## config.mk

```make
export PLATFORM = sky130hd
export DESIGN_NAME = vga_sync_timing_flat
export DESIGN_NICKNAME = d
export VERILOG_FILES = /design/src/rtl/vga_sync_timing_pkg.sv /design/src/rtl/vga_sync_timing_if.sv /design/src/rtl/vga_sync_timing_axis.sv /design/src/rtl/vga_sync_timing.sv /design/src/flat_wrapper.sv
export SDC_FILE = /design/constraint.sdc
export NUM_CORES = 1
export LEC_CHECK = 0
export CORE_ASPECT_RATIO = 1.1
export CORE_UTILIZATION = 40
export CTS_CLUSTER_SIZE = 8
export DETAILED_ROUTE_END_ITERATION = 8
export GPL_TIMING_DRIVEN = 0
export SYNTH_ARGS = -nofsm -noshare
export SYNTH_HDL_FRONTEND = slang
export SYNTH_SLANG_ARGS = --single-unit
```

## constraint.sdc

```tcl
create_clock -name clk -period 3.9 [get_ports clk]
set_input_delay 1.17 -clock clk [delete_from_list [all_inputs] [get_ports clk]]
set_output_delay 1.17 -clock clk [all_outputs]
set_load 0.005 [all_outputs]
```

## src/rtl/vga_sync_timing_pkg.sv

```systemverilog
// rtl/vga_sync_timing_pkg.sv - default 640x480 VGA timing constants and helpers
package vga_sync_timing_pkg;

   // 640x480 @ 60 Hz horizontal timing, in pixels
   localparam int H_DISPLAY_DEF = 640;
   localparam int H_FRONT_DEF   = 16;
   localparam int H_SYNC_DEF    = 96;
   localparam int H_BACK_DEF    = 48;

   // 640x480 @ 60 Hz vertical timing, in lines
   localparam int V_DISPLAY_DEF = 480;
   localparam int V_FRONT_DEF   = 10;
   localparam int V_SYNC_DEF    = 2;
   localparam int V_BACK_DEF    = 33;

   // Sync polarity: 0 = active-low, 1 = active-high
   localparam int SYNC_ACTIVE_LOW  = 0;
   localparam int SYNC_ACTIVE_HIGH = 1;

   // Blanking length of one axis: everything that is not active area
   function automatic int blank_len(input int front, input int sync, input int back);
      return front + sync + back;
   endfunction

endpackage

```

## src/rtl/vga_sync_timing_if.sv

```systemverilog
// rtl/vga_sync_timing_if.sv - raster timing bundle from the generator to the pixel stages
interface vga_sync_timing_if;
   logic               hsync;
   logic               vsync;
   logic               display_on;
   logic signed [15:0] hpos;
   logic signed [15:0] vpos;
   logic               line_start;
   logic               frame_start;

   // Timing generator drives the bundle
   modport master (
      output hsync, vsync, display_on, hpos, vpos, line_start, frame_start
   );

   // Pixel/pattern stages consume it
   modport slave (
      input hsync, vsync, display_on, hpos, vpos, line_start, frame_start
   );
endinterface

```

## src/rtl/vga_sync_timing_axis.sv

```systemverilog
// rtl/vga_sync_timing_axis.sv - one raster axis: signed position counter with sync/active decode
module sync_axis_counter
   import vga_sync_timing_pkg::*;
#(
   parameter int DISPLAY = H_DISPLAY_DEF,
   parameter int FRONT   = H_FRONT_DEF,
   parameter int SYNC    = H_SYNC_DEF,
   parameter int BACK    = H_BACK_DEF,
   parameter int POL     = SYNC_ACTIVE_LOW
) (
   input  logic               clk,
   input  logic               reset,
   input  logic               inc_i,
   output logic signed [15:0] pos_o,
   output logic               sync_o,
   output logic               active_o,
   output logic               wrap_o
);

   localparam int BLANK = blank_len(FRONT, SYNC, BACK);

   // Blanking sits at negative positions so bit 15 flags "in blanking"
   localparam logic signed [15:0] POS_FIRST  = 16'(-BLANK);
   localparam logic signed [15:0] POS_LAST   = 16'(DISPLAY - 1);
   localparam logic signed [15:0] SYNC_FIRST = 16'(FRONT - BLANK);
   localparam logic signed [15:0] SYNC_LAST  = 16'(FRONT + SYNC - 1 - BLANK);
   localparam logic               SYNC_ON    = (POL != 0);

   logic signed [15:0] pos_q, pos_d;
   logic               sync_q, sync_d;
   logic               active_q, active_d;

   // Wrap is combinational so the next axis can advance on the same edge
   assign wrap_o = inc_i && (pos_q == POS_LAST);

   // Next position and the decode of that next position, so flags carry no lag
   always_comb begin
      pos_d = pos_q;
      if (inc_i) begin
         pos_d = wrap_o ? POS_FIRST : pos_q + 16'sd1;
      end
      sync_d   = (pos_d >= SYNC_FIRST && pos_d <= SYNC_LAST) ? SYNC_ON : ~SYNC_ON;
      active_d = ~pos_d[15];
   end

   // Position and decoded flags registered together
   always_ff @(posedge clk or posedge reset) begin
      if (reset) begin
         pos_q    <= POS_FIRST;
         sync_q   <= ~SYNC_ON;
         active_q <= 1'b0;
      end else begin
         pos_q    <= pos_d;
         sync_q   <= sync_d;
         active_q <= active_d;
      end
   end

   assign pos_o    = pos_q;
   assign sync_o   = sync_q;
   assign active_o = active_q;

endmodule

```

## src/rtl/vga_sync_timing.sv

```systemverilog
// rtl/vga_sync_timing.sv - VGA raster timing generator top; VGA_SYNC_TIMING_CLK_DIV2_EN halves the pixel rate
module vga_sync_timing
   import vga_sync_timing_pkg::*;
#(
   parameter int H_DISPLAY = H_DISPLAY_DEF,
   parameter int H_FRONT   = H_FRONT_DEF,
   parameter int H_SYNC    = H_SYNC_DEF,
   parameter int H_BACK    = H_BACK_DEF,
   parameter int V_DISPLAY = V_DISPLAY_DEF,
   parameter int V_FRONT   = V_FRONT_DEF,
   parameter int V_SYNC    = V_SYNC_DEF,
   parameter int V_BACK    = V_BACK_DEF,
   parameter int HSYNC_POL = SYNC_ACTIVE_LOW,
   parameter int VSYNC_POL = SYNC_ACTIVE_LOW
) (
   input  logic              clk,
   input  logic              reset,
   vga_sync_timing_if.master vga
);

   logic               adv;
   logic signed [15:0] h_pos, v_pos;
   logic               h_sync, v_sync;
   logic               h_active, v_active;
   logic               h_wrap, v_wrap;
   logic               line_start_q, line_start_d;
   logic               frame_start_q, frame_start_d;

`ifdef VGA_SYNC_TIMING_CLK_DIV2_EN
   logic toggle_q, toggle_d;

   assign toggle_d = ~toggle_q;

   // Pixel enable on every second clock; first advance is the 2nd clock after release
   always_ff @(posedge clk or posedge reset) begin
      if (reset) begin
         toggle_q <= 1'b0;
      end else begin
         toggle_q <= toggle_d;
      end
   end

   assign adv = toggle_q;
`else
   assign adv = 1'b1;
`endif

   sync_axis_counter #(
      .DISPLAY (H_DISPLAY),
      .FRONT   (H_FRONT),
      .SYNC    (H_SYNC),
      .BACK    (H_BACK),
      .POL     (HSYNC_POL)
   ) u_h (
      .clk      (clk),
      .reset    (reset),
      .inc_i    (adv),
      .pos_o    (h_pos),
      .sync_o   (h_sync),
      .active_o (h_active),
      .wrap_o   (h_wrap)
   );

   sync_axis_counter #(
      .DISPLAY (V_DISPLAY),
      .FRONT   (V_FRONT),
      .SYNC    (V_SYNC),
      .BACK    (V_BACK),
      .POL     (VSYNC_POL)
   ) u_v (
      .clk      (clk),
      .reset    (reset),
      .inc_i    (h_wrap),
      .pos_o    (v_pos),
      .sync_o   (v_sync),
      .active_o (v_active),
      .wrap_o   (v_wrap)
   );

   // v_wrap already implies h_wrap, since the vertical axis only moves on a line wrap
   assign line_start_d  = h_wrap;
   assign frame_start_d = v_wrap;

   // Strobes land on the clock where the wrapped position first appears
   always_ff @(posedge clk or posedge reset) begin
      if (reset) begin
         line_start_q  <= 1'b0;
         frame_start_q <= 1'b0;
      end else begin
         line_start_q  <= line_start_d;
         frame_start_q <= frame_start_d;
      end
   end

   assign vga.hpos        = h_pos;
   assign vga.vpos        = v_pos;
   assign vga.hsync       = h_sync;
   assign vga.vsync       = v_sync;
   assign vga.display_on  = h_active & v_active;
   assign vga.line_start  = line_start_q;
   assign vga.frame_start = frame_start_q;

endmodule

```

## src/flat_wrapper.sv

```systemverilog
// flat-port wrapper written by rule: the top's interface ports become plain ports
module vga_sync_timing_flat import vga_sync_timing_pkg::*;
#(
   parameter int H_DISPLAY = H_DISPLAY_DEF,
   parameter int H_FRONT   = H_FRONT_DEF,
   parameter int H_SYNC    = H_SYNC_DEF,
   parameter int H_BACK    = H_BACK_DEF,
   parameter int V_DISPLAY = V_DISPLAY_DEF,
   parameter int V_FRONT   = V_FRONT_DEF,
   parameter int V_SYNC    = V_SYNC_DEF,
   parameter int V_BACK    = V_BACK_DEF,
   parameter int HSYNC_POL = SYNC_ACTIVE_LOW,
   parameter int VSYNC_POL = SYNC_ACTIVE_LOW
)
  (clk, reset, vga_hsync, vga_vsync, vga_display_on, vga_hpos, vga_vpos, vga_line_start, vga_frame_start);
  vga_sync_timing_if vga_i ();
  input  logic clk;
  input  logic reset;
  output wire logic [$bits(vga_i.hsync)-1:0] vga_hsync;
  output wire logic [$bits(vga_i.vsync)-1:0] vga_vsync;
  output wire logic [$bits(vga_i.display_on)-1:0] vga_display_on;
  output wire logic [$bits(vga_i.hpos)-1:0] vga_hpos;
  output wire logic [$bits(vga_i.vpos)-1:0] vga_vpos;
  output wire logic [$bits(vga_i.line_start)-1:0] vga_line_start;
  output wire logic [$bits(vga_i.frame_start)-1:0] vga_frame_start;
  assign vga_hsync = vga_i.hsync;
  assign vga_vsync = vga_i.vsync;
  assign vga_display_on = vga_i.display_on;
  assign vga_hpos = vga_i.hpos;
  assign vga_vpos = vga_i.vpos;
  assign vga_line_start = vga_i.line_start;
  assign vga_frame_start = vga_i.frame_start;
  vga_sync_timing #(.H_DISPLAY(H_DISPLAY), .H_FRONT(H_FRONT), .H_SYNC(H_SYNC), .H_BACK(H_BACK), .V_DISPLAY(V_DISPLAY), .V_FRONT(V_FRONT), .V_SYNC(V_SYNC), .V_BACK(V_BACK), .HSYNC_POL(HSYNC_POL), .VSYNC_POL(VSYNC_POL)) u_core (.clk(clk), .reset(reset), .vga(vga_i));
endmodule
```

; ---- Yosys cells after proc, flatten, opt, wreduce, memory -nomap -nowiden
; Cells that the tools add are included.
[word_totals]
regBits = 38
latchBits = 0
ramBits = 0
mem_bits_ro = 0
in_bits = 2
output_inout_bits = 37
elab_cells = 27
memories = 0
[classes]
n_addsub = 2
mul = 0
n_div = 0
n_lt_le_gt_ge = 4
n_eq_ne = 2
shifts = 0
mux = 5
bitwise_logic = 3
n_reduce_logical = 3
[ops]
columns = operator, count
row1 = two-way mux 16 bit, 3
row2 = "adder 16 x 2 -> 16 bit, second input constant", 2
row3 = "less-or-equal comparator 16 x 7 -> 1 bit, second input constant", 2
row4 = "equality test 16 x 10 -> 1 bit, second input constant", 1
row5 = "equality test 16 x 11 -> 1 bit, second input constant", 1
row6 = "greater-or-equal comparator 16 x 7 -> 1 bit, second input constant", 1
row7 = "greater-or-equal comparator 16 x 9 -> 1 bit, second input constant", 1
row8 = logical AND 1 bit, 3
row9 = two-way mux 1 bit, 2
row10 = NOT 1 bit, 2
row11 = AND 1 bit, 1

; ---- Logic depth before layout (Yosys ltp)
; Gate-level depths: netlist of run 1.
[logic_depth]
word_depth = 7
ltp_mapped = 10
mapped_depth_nobuf = 9

; ---- By module
; A second synthesis of run 1 with hierarchy kept.
[hier_totals]
cells_unflattened = 232
area_unflattened_um2 = 2254.7
[modules_own_cells]
columns = mod, n_inst, cells_per_inst, area_per_inst_um2, seq_area_each_um2
row1 = sync_axis_counter at u_core.u_v, 1, 124, 1191.1, 467.9
row2 = sync_axis_counter at u_core.u_h, 1, 103, 999.7, 464.2
row3 = vga_sync_timing, 1, 5, 63.8, 50.0

; ---- Worst setup path after synthesis of run 1
; Ideal clock, no wire load.
[synth_timing]
path_kind = register to register
startpoint = reg u_core.u_v.pos_q[0], in the netlist u_core.u_v.pos_o[0]
endpoint = reg u_core.u_v.sync_q, in the netlist u_core.u_v.sync_o
setup_time_ps = 91
arrival_time_ps = 2510
required_time_ps = 3809
setup_slack_ps = 1299
path_stages_with_launch = 10
n_path_buf = 1
synth_period_minus_slack_ps = 2601
cell_sequence = dfstp_2 > ha_1 > nand4_1 > or4_4 > buf_6 > and4_1 > nor2b_4 > a211o_1 > nor4_1 > nand4b_1
[synth_via]
elab_chain_len = 7
elab_cells_between_ends = 9
classes_between = 1 x add/sub / 2 x order compare / 1 x eq/ne / 3 x mux / 2 x reduce/logical
[synth_rtl]
columns = item, line_no
row1 = from (decl), vga_sync_timing_axis.sv:29  ; logic signed [15:0] pos_q, pos_d;
row2 = from (signal assigned), vga_sync_timing_axis.sv:53  ; pos_q <= pos_d;
row3 = branches (longest 3 deep; another with adder 16 x 2 -> 16 bit), -
row4 = two-way mux 16 bit *, vga_sync_timing_axis.sv:39  ; if (inc_i) begin
row5 = greater-or-equal comparator 16 x 7 -> 1 bit or less-or-equal comparator 16 x 7 -> 1 bit (tied branches), vga_sync_timing_axis.sv:42  ; sync_d = (pos_d >= SYNC_FIRST && pos_d <= SYNC_LAST) ? SYNC_ON : ~SYNC_ON;
row6 = logical AND 1 bit *, vga_sync_timing_axis.sv:42
row7 = two-way mux 1 bit *, vga_sync_timing_axis.sv:42
row8 = via u_core.u_v.sync_d, vga_sync_timing_axis.sv:30  ; logic sync_q, sync_d;
row9 = to (signal assigned), vga_sync_timing_axis.sv:50  ; sync_q <= ~SYNC_ON;
row10 = to (signal assigned), vga_sync_timing_axis.sv:54  ; sync_q <= sync_d;
row11 = to (decl), vga_sync_timing_axis.sv:30
; Mark *: on every way through the listed nets, which the timed path passes.

; ---- Final worst setup path of run 1
[layout_timing]
startpoint = reg u_core.u_h.pos_q[4], in the netlist u_core.u_h.pos_o[4]
endpoint = reg u_core.u_v.sync_q, in the netlist u_core.u_v.sync_o
[layout_via]
elab_chain_len = 7
elab_cells_between_ends = 8
classes_between = 2 x order compare / 1 x eq/ne / 3 x mux / 2 x reduce/logical
[layout_rtl]
columns = item, line_no
row1 = from (decl), vga_sync_timing_axis.sv:29
row2 = from (signal assigned), vga_sync_timing_axis.sv:53
row3 = equality test 16 x 11 -> 1 bit *, vga_sync_timing_axis.sv:34  ; assign wrap_o = inc_i && (pos_q == POS_LAST);
row4 = logical AND 1 bit, vga_sync_timing_axis.sv:34
row5 = two-way mux 16 bit, vga_sync_timing_axis.sv:40  ; pos_d = wrap_o ? POS_FIRST : pos_q + 16'sd1;
row6 = two-way mux 16 bit *, vga_sync_timing_axis.sv:39
row7 = via u_core.u_v.pos_d[10], vga_sync_timing_axis.sv:29
row8 = greater-or-equal comparator 16 x 7 -> 1 bit or less-or-equal comparator 16 x 7 -> 1 bit (tied branches), vga_sync_timing_axis.sv:42
row9 = logical AND 1 bit *, vga_sync_timing_axis.sv:42
row10 = two-way mux 1 bit *, vga_sync_timing_axis.sv:42
row11 = via u_core.u_v.sync_d, vga_sync_timing_axis.sv:30
; Mark *: on every way through the listed nets, which the timed path passes. The rest lies on a longest branch.

==> results of run 1 <==
==> cells by family after synthesis <==
logic type,Yosys count
compound gates,36
xor+xnor,12
fa+ha+maj,3
buf+inv,19
flops,38
simple gates,111
mux,3
==> synthesized netlist by cell type, types with 6 or more instances <==
cell     number
dfrtp_1      13
o21ai_0       8
xor2_1        7
nor2_1       18
nor3_1        6
inv_1        10
nand2_1      19
a21oi_1      13
nand4_1      13
dfstp_2      25
nand3_1      16
==> layout make-up <==
class / count / share of cell area, %
multi-input cells: 165 / 39.05
flip-flops and latches: 38 / 36.89
repair buffers: 38 / 14.29
clock buffers: 6 / 3.102
well taps: 58 / 2.726
plain buffers: 8 / 1.739
inverters: 11 / 1.739
clock inverters: 2 / 0.4699
==> registers in the layout (all words and copies together) (netlist names) <==
| name | cells |
|---|---|
| u_core.vga.frame_start | 1 |
| u_core.u_h.pos_o | 16 |
| u_core.u_v.active_o | 1 |
| u_core.u_v.sync_o | 1 |
| u_core.vga.line_start | 1 |
| u_core.u_h.active_o | 1 |
| u_core.u_v.pos_o | 16 |
| u_core.u_h.sync_o | 1 |
==> layer usage <==
layer / vias up / part of all wire, % / routed length (um)
met3: 7 / 3.9 / 197
li1: 902 / - / -
met5: - / 0 / 0
met4: 0 / 1.4 / 70
met1: 873 / 50 / 2560
met2: 49 / 44 / 2246
==> metrics by stage <==
stage / utilization (%) / hold WS [ns] / instances / setup WS, ns
floorplan: - / 0.5001 / 222 / 1.299
finish: 52.90 / 0.5474 / 326 / 0.8033
global placement: 51.01 / 0.5321 / 318 / 0.7975
detailed placement: 51.01 / 0.5373 / 318 / 0.8262
global route: 52.90 / 0.5703 / 326 / 0.5038
CTS: 52.90 / 0.5492 / 326 / 0.7623
==> worst register-to-register path: stages, from the launching register on <==
cell	delay, ns
dfrtp_1	0.35
clkbuf_1	0.30
nand4_1	0.33
nor4_4	0.60
clkbuf_1	0.46
o21ai_0	0.17
a21oi_1	0.26
nand3_1	0.14
nor4_1	0.23
nand4b_1	0.16
==> final timing paths <==
check                                                    from                             to  cells after the start
worst min-delay path            u_core.u_h.pos_o[0]$_DFF_PP0_  u_core.u_h.pos_o[0]$_DFF_PP0_                      1
worst min register to register  u_core.u_h.pos_o[0]$_DFF_PP0_  u_core.u_h.pos_o[0]$_DFF_PP0_                      1
worst max register to register  u_core.u_h.pos_o[4]$_DFF_PP0_    u_core.u_v.sync_o$_DFF_PP1_                      9
min in group asynchronous                               reset  u_core.u_v.pos_o[5]$_DFF_PP0_                      2
worst max-delay path            u_core.u_h.pos_o[4]$_DFF_PP0_    u_core.u_v.sync_o$_DFF_PP1_                      9
max in group asynchronous                               reset  u_core.u_v.active_o$_DFF_PP0_                      2
==> report_power, final <==
group / internal [mW] / switching [mW] / total [mW]
combinational: 0.000961 / 0.00734 / 0.00830
clock: 0.142 / 0.143 / 0.285
sequential: 0.395 / 0 / 0.395
==> reports/qor.yml, run 1 <==
power:
  p_leak_nw: 1.029
  peakVddDrop_uv: 118.7
  finalPower_mw: 0.6887
  p_per_area_mw_per_mm2: 258.7
route:
  drtPass1Iterations: 6
  ant_nets: 0
  drtIter0Drc: 85
  drc_errors: 2
  viasPerCell: 5.617
  wirelength_mm: 5.074
  vias: 1831
  wire_per_inst_um: 15.56
place:
  gp_congestion: 0.8411
  place_area_mm2: 0.002567
  dp_hpwl_mm: 3.653
  io_buffers: 38
layout:
  diodes: 0
  fin_area_mm2: 0.002663
  multi_input_area_mm2: 0.001040
  area_growth_pct: 25.92
  fin_nets: 272
  final-seq-area_um2: 982.2
  layout-drive-gt1-share_pct: 18.66
  final_cell_mix: "38 x clkdlybuf4s50_1, 25 x dfstp_2, 19 x nand2_1"
  final_common_cell: "clkdlybuf4s50_1"
  n_fill_cell: 463
critical_path:
  cp-start-kind: "flip-flop"
  critical_path.cell_chain: "clkbuf_1 > nand4_1 > nor4_4 > clkbuf_1 > o21ai_0 > a21oi_1 > nand3_1 > nor4_1 > nand4b_1"
  path_delay_family: "simple AND/OR/NAND/NOR gates"
  crit_arrival_ns: 3.29
  slowest_stage: "nor4_4"
  cp_slowest_stage_delay_ns: 0.60
  r2r_slack_ns: 0.80
  crit_type: "reg -> reg"
  end_kind: "flip-flop"
  required_ns: 4.10
  worstPathMaxFanout: 10
  path_buf_inv: 2
  cpMostUsedCell: "clkbuf_1"
timing:
  slew_violations: 0
  relSlewSlack_pct: 39.69
  period_share_pct: 79.40
  timing.fmax_mhz: 322.9
  setup_viol: 0
  tns_ns: 0
  period_needed_ns: 3.097
  tightest_slew_ns: 0.8964
  skew_ns: 0.003712
  hold_violations: 0
  rsz0062_at_grt: "no"
clock_tree:
  post_cts_resized: 0
  insertion_delay_ns: 0.29
  clock-sinks: 38
  htree_levels: 2
  hold_buffers: 0
  cts_tree: "yes"
  path_clk_slew_ns: 0.08
  cts_buffer_depth: 2
  clockRootBuffer: "clkbuf_8"
  cts_buffers: 5
  post_cts_buffers: 0
global_routing:
  grt.busiest_layer: "met2"
  antenna_found_initial: 0
  use_met2_pct: 29.81
  grt-ovfl-total: 0
  grt_max_degree: 39
  met3_usage_pct: 4.236
  grt_first_pass_wirelength_mm: 8.659
  grt_pass1_vias: 1781
  met1_usage_pct: 28.11
  grt_usage_pct: 19.76
run:
  maxCapViolCount: 0
synth:
  synth-main-ff-cell: "dfstp_2"
  synthSimpleGateAreaFrac_pct: 30.53
  synth-compound-area-share_pct: 10.41
  async_flop_share_pct: 100.0
  synthTopCellsByArea: "dfstp_2 31%, dfrtp_1 15%, nand4_1 3.8%"
  synth_top_area_cell: "dfstp_2"
  synth_xor_area_share_pct: 4.970
  synth_edf_count: 0
  synthAdderAreaFrac_pct: 1.775
  synth.cell_area_mm2: 0.002115
  avgSynthCellArea_um2: 9.525
  yosys-mux-area-fraction_pct: 1.479
  ys_ff_latch: 38
  syn_inst: 222
  yosysTopAreaCellShare_pct: 31.07
  yosysWarnings: 0
  ys_types: 49
  synth_nets: 227
  synth_top_family_by_area: "simple AND/OR/NAND/NOR gates"
  ys_seq_area_share_pct: 46.45
floorplan:
  die_x_um: 71.33
  placementRows: 27
  dieArea_mm2: 0.005582
  start_util_pct: 42.01
  design.portCount: 39
  fp.dieH_um: 78.26
  core_mm2: 0.005034
min_path:
  hp-class: "reg -> reg"
status:
  failed_checks: "design-rule violations"
  status: "complete, but fails checks"
(Power assumes the default switching activity.)
==> inputs of run 2 (changes only) <==
==> constraint.sdc (replaced) <==
create_clock -name clk -period 3.15 [get_ports clk]
set_input_delay 0.945 -clock clk [delete_from_list [all_inputs] [get_ports clk]]
set_output_delay 0.945 -clock clk [all_outputs]
set_load 0.005 [all_outputs]
==> run 2 against run 1 <==
Against the previous run:
- the flow still finishes with violations (design-rule violations)
- power increased by 23%
- register-to-register slack got worse by 0.60 ns
- sequential share of layout area decreased by 0.21 points
- maximum frequency increased by 5.1%
- wire length decreased by 0.18%
- sequential power increased by 24%
- via count increased by 0.55%
- critical path type unchanged
- highest routed layer unchanged
==> reports/qor.yml, run 2 (synthesis gave the netlist of run 1 again) <==
status:
  status: "complete, but fails checks"
  failed_checks: "design-rule violations"
timing:
  tns_ns: 0
  slew_violations: 0
  timing.fmax_mhz: 339.3
  period_share_pct: 93.57
  hold_violations: 0
  rsz0062_at_grt: "no"
  setup_viol: 0
  skew_ns: 0.001884
  relSlewSlack_pct: 48.59
  period_needed_ns: 2.947
  fin_ws_ns: 0.2026
  tightest_slew_ns: 0.7700
clock_tree:
  cts_buffers: 5
  clock-sinks: 38
  htree_levels: 2
  insertion_delay_ns: 0.29
  path_clk_slew_ns: 0.07
  cts_buffer_depth: 2
  cts_tree: "yes"
  hold_buffers: 0
  clockRootBuffer: "clkbuf_8"
critical_path:
  end_kind: "flip-flop"
  worstPathMaxFanout: 7
  cp-start-kind: "flip-flop"
  crit_type: "reg -> reg"
  required_ns: 3.35
  crit_arrival_ns: 3.14
floorplan:
  design.portCount: 39
  start_util_pct: 42.01
  dieArea_mm2: 0.005582
  core_mm2: 0.005034
  placementRows: 27
  fp.dieH_um: 78.26
  die_x_um: 71.33
layout:
  fin_nets: 273
  final_cell_mix: "38 x clkdlybuf4s50_1, 25 x dfstp_2, 19 x nand2_1"
  layout-drive-gt1-share_pct: 19.70
  area_growth_pct: 26.63
  diodes: 0
  final_common_cell: "clkdlybuf4s50_1"
min_path:
  hp-class: "reg -> reg"
route:
  viasPerCell: 5.630
  vias: 1841
  drc_errors: 2
  ant_nets: 0
  drtPass1Iterations: 6
  wire_per_inst_um: 15.49
  wirelength_mm: 5.065
  drtIter0Drc: 84
power:
  p_leak_nw: 1.038
  peakVddDrop_uv: 143.4
  p_per_area_mw_per_mm2: 316.4
  finalPower_mw: 0.8471
global_routing:
  grt_first_pass_wirelength_mm: 8.659
  grt_pass1_vias: 1781
  grt-ovfl-total: 0
  grt_usage_pct: 19.76
  antenna_found_initial: 0
  grt_max_degree: 39
run:
  maxCapViolCount: 0
place:
  dp_hpwl_mm: 3.653
  io_buffers: 38
  pre_cts_ws_ns: 0.07623
  gp_congestion: 0.8411
run 2: repair_timing:
action                     CTS  global route
setup buffers                0             1
gates resized for setup      0             3
setup endpoints to repair    0             1
run 2: layout make-up:
| cell class | instances | area [um^2] |
|---|---|---|
| fillers | 461 | 2356 |
| multi-input cells | 165 | 1046 |
| flip-flops and latches | 38 | 982.2 |
| repair buffers | 39 | 387.9 |
| clock buffers | 6 | 82.58 |
| well taps | 58 | 72.57 |
| plain buffers | 8 | 47.55 |
| inverters | 11 | 46.29 |
| clock inverters | 2 | 12.51 |
run 2: through the flow:
step           hold WS [ns]  cells  utilization [%]  area, um^2
2_1_floorplan        0.5001    222                -        2115
3_3_place_gp         0.5321    318            51.01        2567
3_5_place_dp         0.5373    318            51.01        2567
4_1_cts              0.5492    326            52.90        2663
5_1_grt              0.5703    327            53.19        2678
6_report             0.5462    327            53.19        2678
run 2: worst paths after layout:
kind	end	start	cells after the start	slack, ns
max	u_core.u_v.sync_o$_DFF_PP1_	u_core.u_v.pos_o[0]$_DFF_PP1_	9	0.20
min	u_core.u_h.pos_o[0]$_DFF_PP0_	u_core.u_h.pos_o[0]$_DFF_PP0_	1	0.55
max reg2reg	u_core.u_v.sync_o$_DFF_PP1_	u_core.u_v.pos_o[0]$_DFF_PP1_	9	0.20
min reg2reg	u_core.u_h.pos_o[0]$_DFF_PP0_	u_core.u_h.pos_o[0]$_DFF_PP0_	1	0.55
max in group asynchronous	u_core.u_v.active_o$_DFF_PP0_	reset	2	1.55
min in group asynchronous	u_core.u_v.pos_o[5]$_DFF_PP0_	reset	2	1.12
run 2: critical path: stages, from the launching register on:
cell	delay, ns
dfstp_2	0.59
ha_1	0.27
nand4_1	0.28
or4_4	0.56
buf_6	0.15
and4_1	0.18
nor2b_4	0.12
a211o_1	0.23
nor4_1	0.31
nand4b_1	0.16
run 2: power by group:
group	internal, mW	total (mW)	leakage, nW	switching (mW)
clock	0.176	0.347	0.0472	0.172
combinational	0.00119	0.0103	0.571	0.00910
sequential	0.489	0.489	0.420	0
total	0.666	0.847	1.04	0.181
run 2: per-layer routing:
layer | up-vias | share of wire [%] | GRT usage [%]
met2 | 45 | 45 | 29.81
li1 | 902 | - | -
met3 | 7 | 4.5 | 4.236
met1 | 887 | 49 | 28.11
met5 | - | 0 | 0
met4 | 0 | 1.4 | 6.400
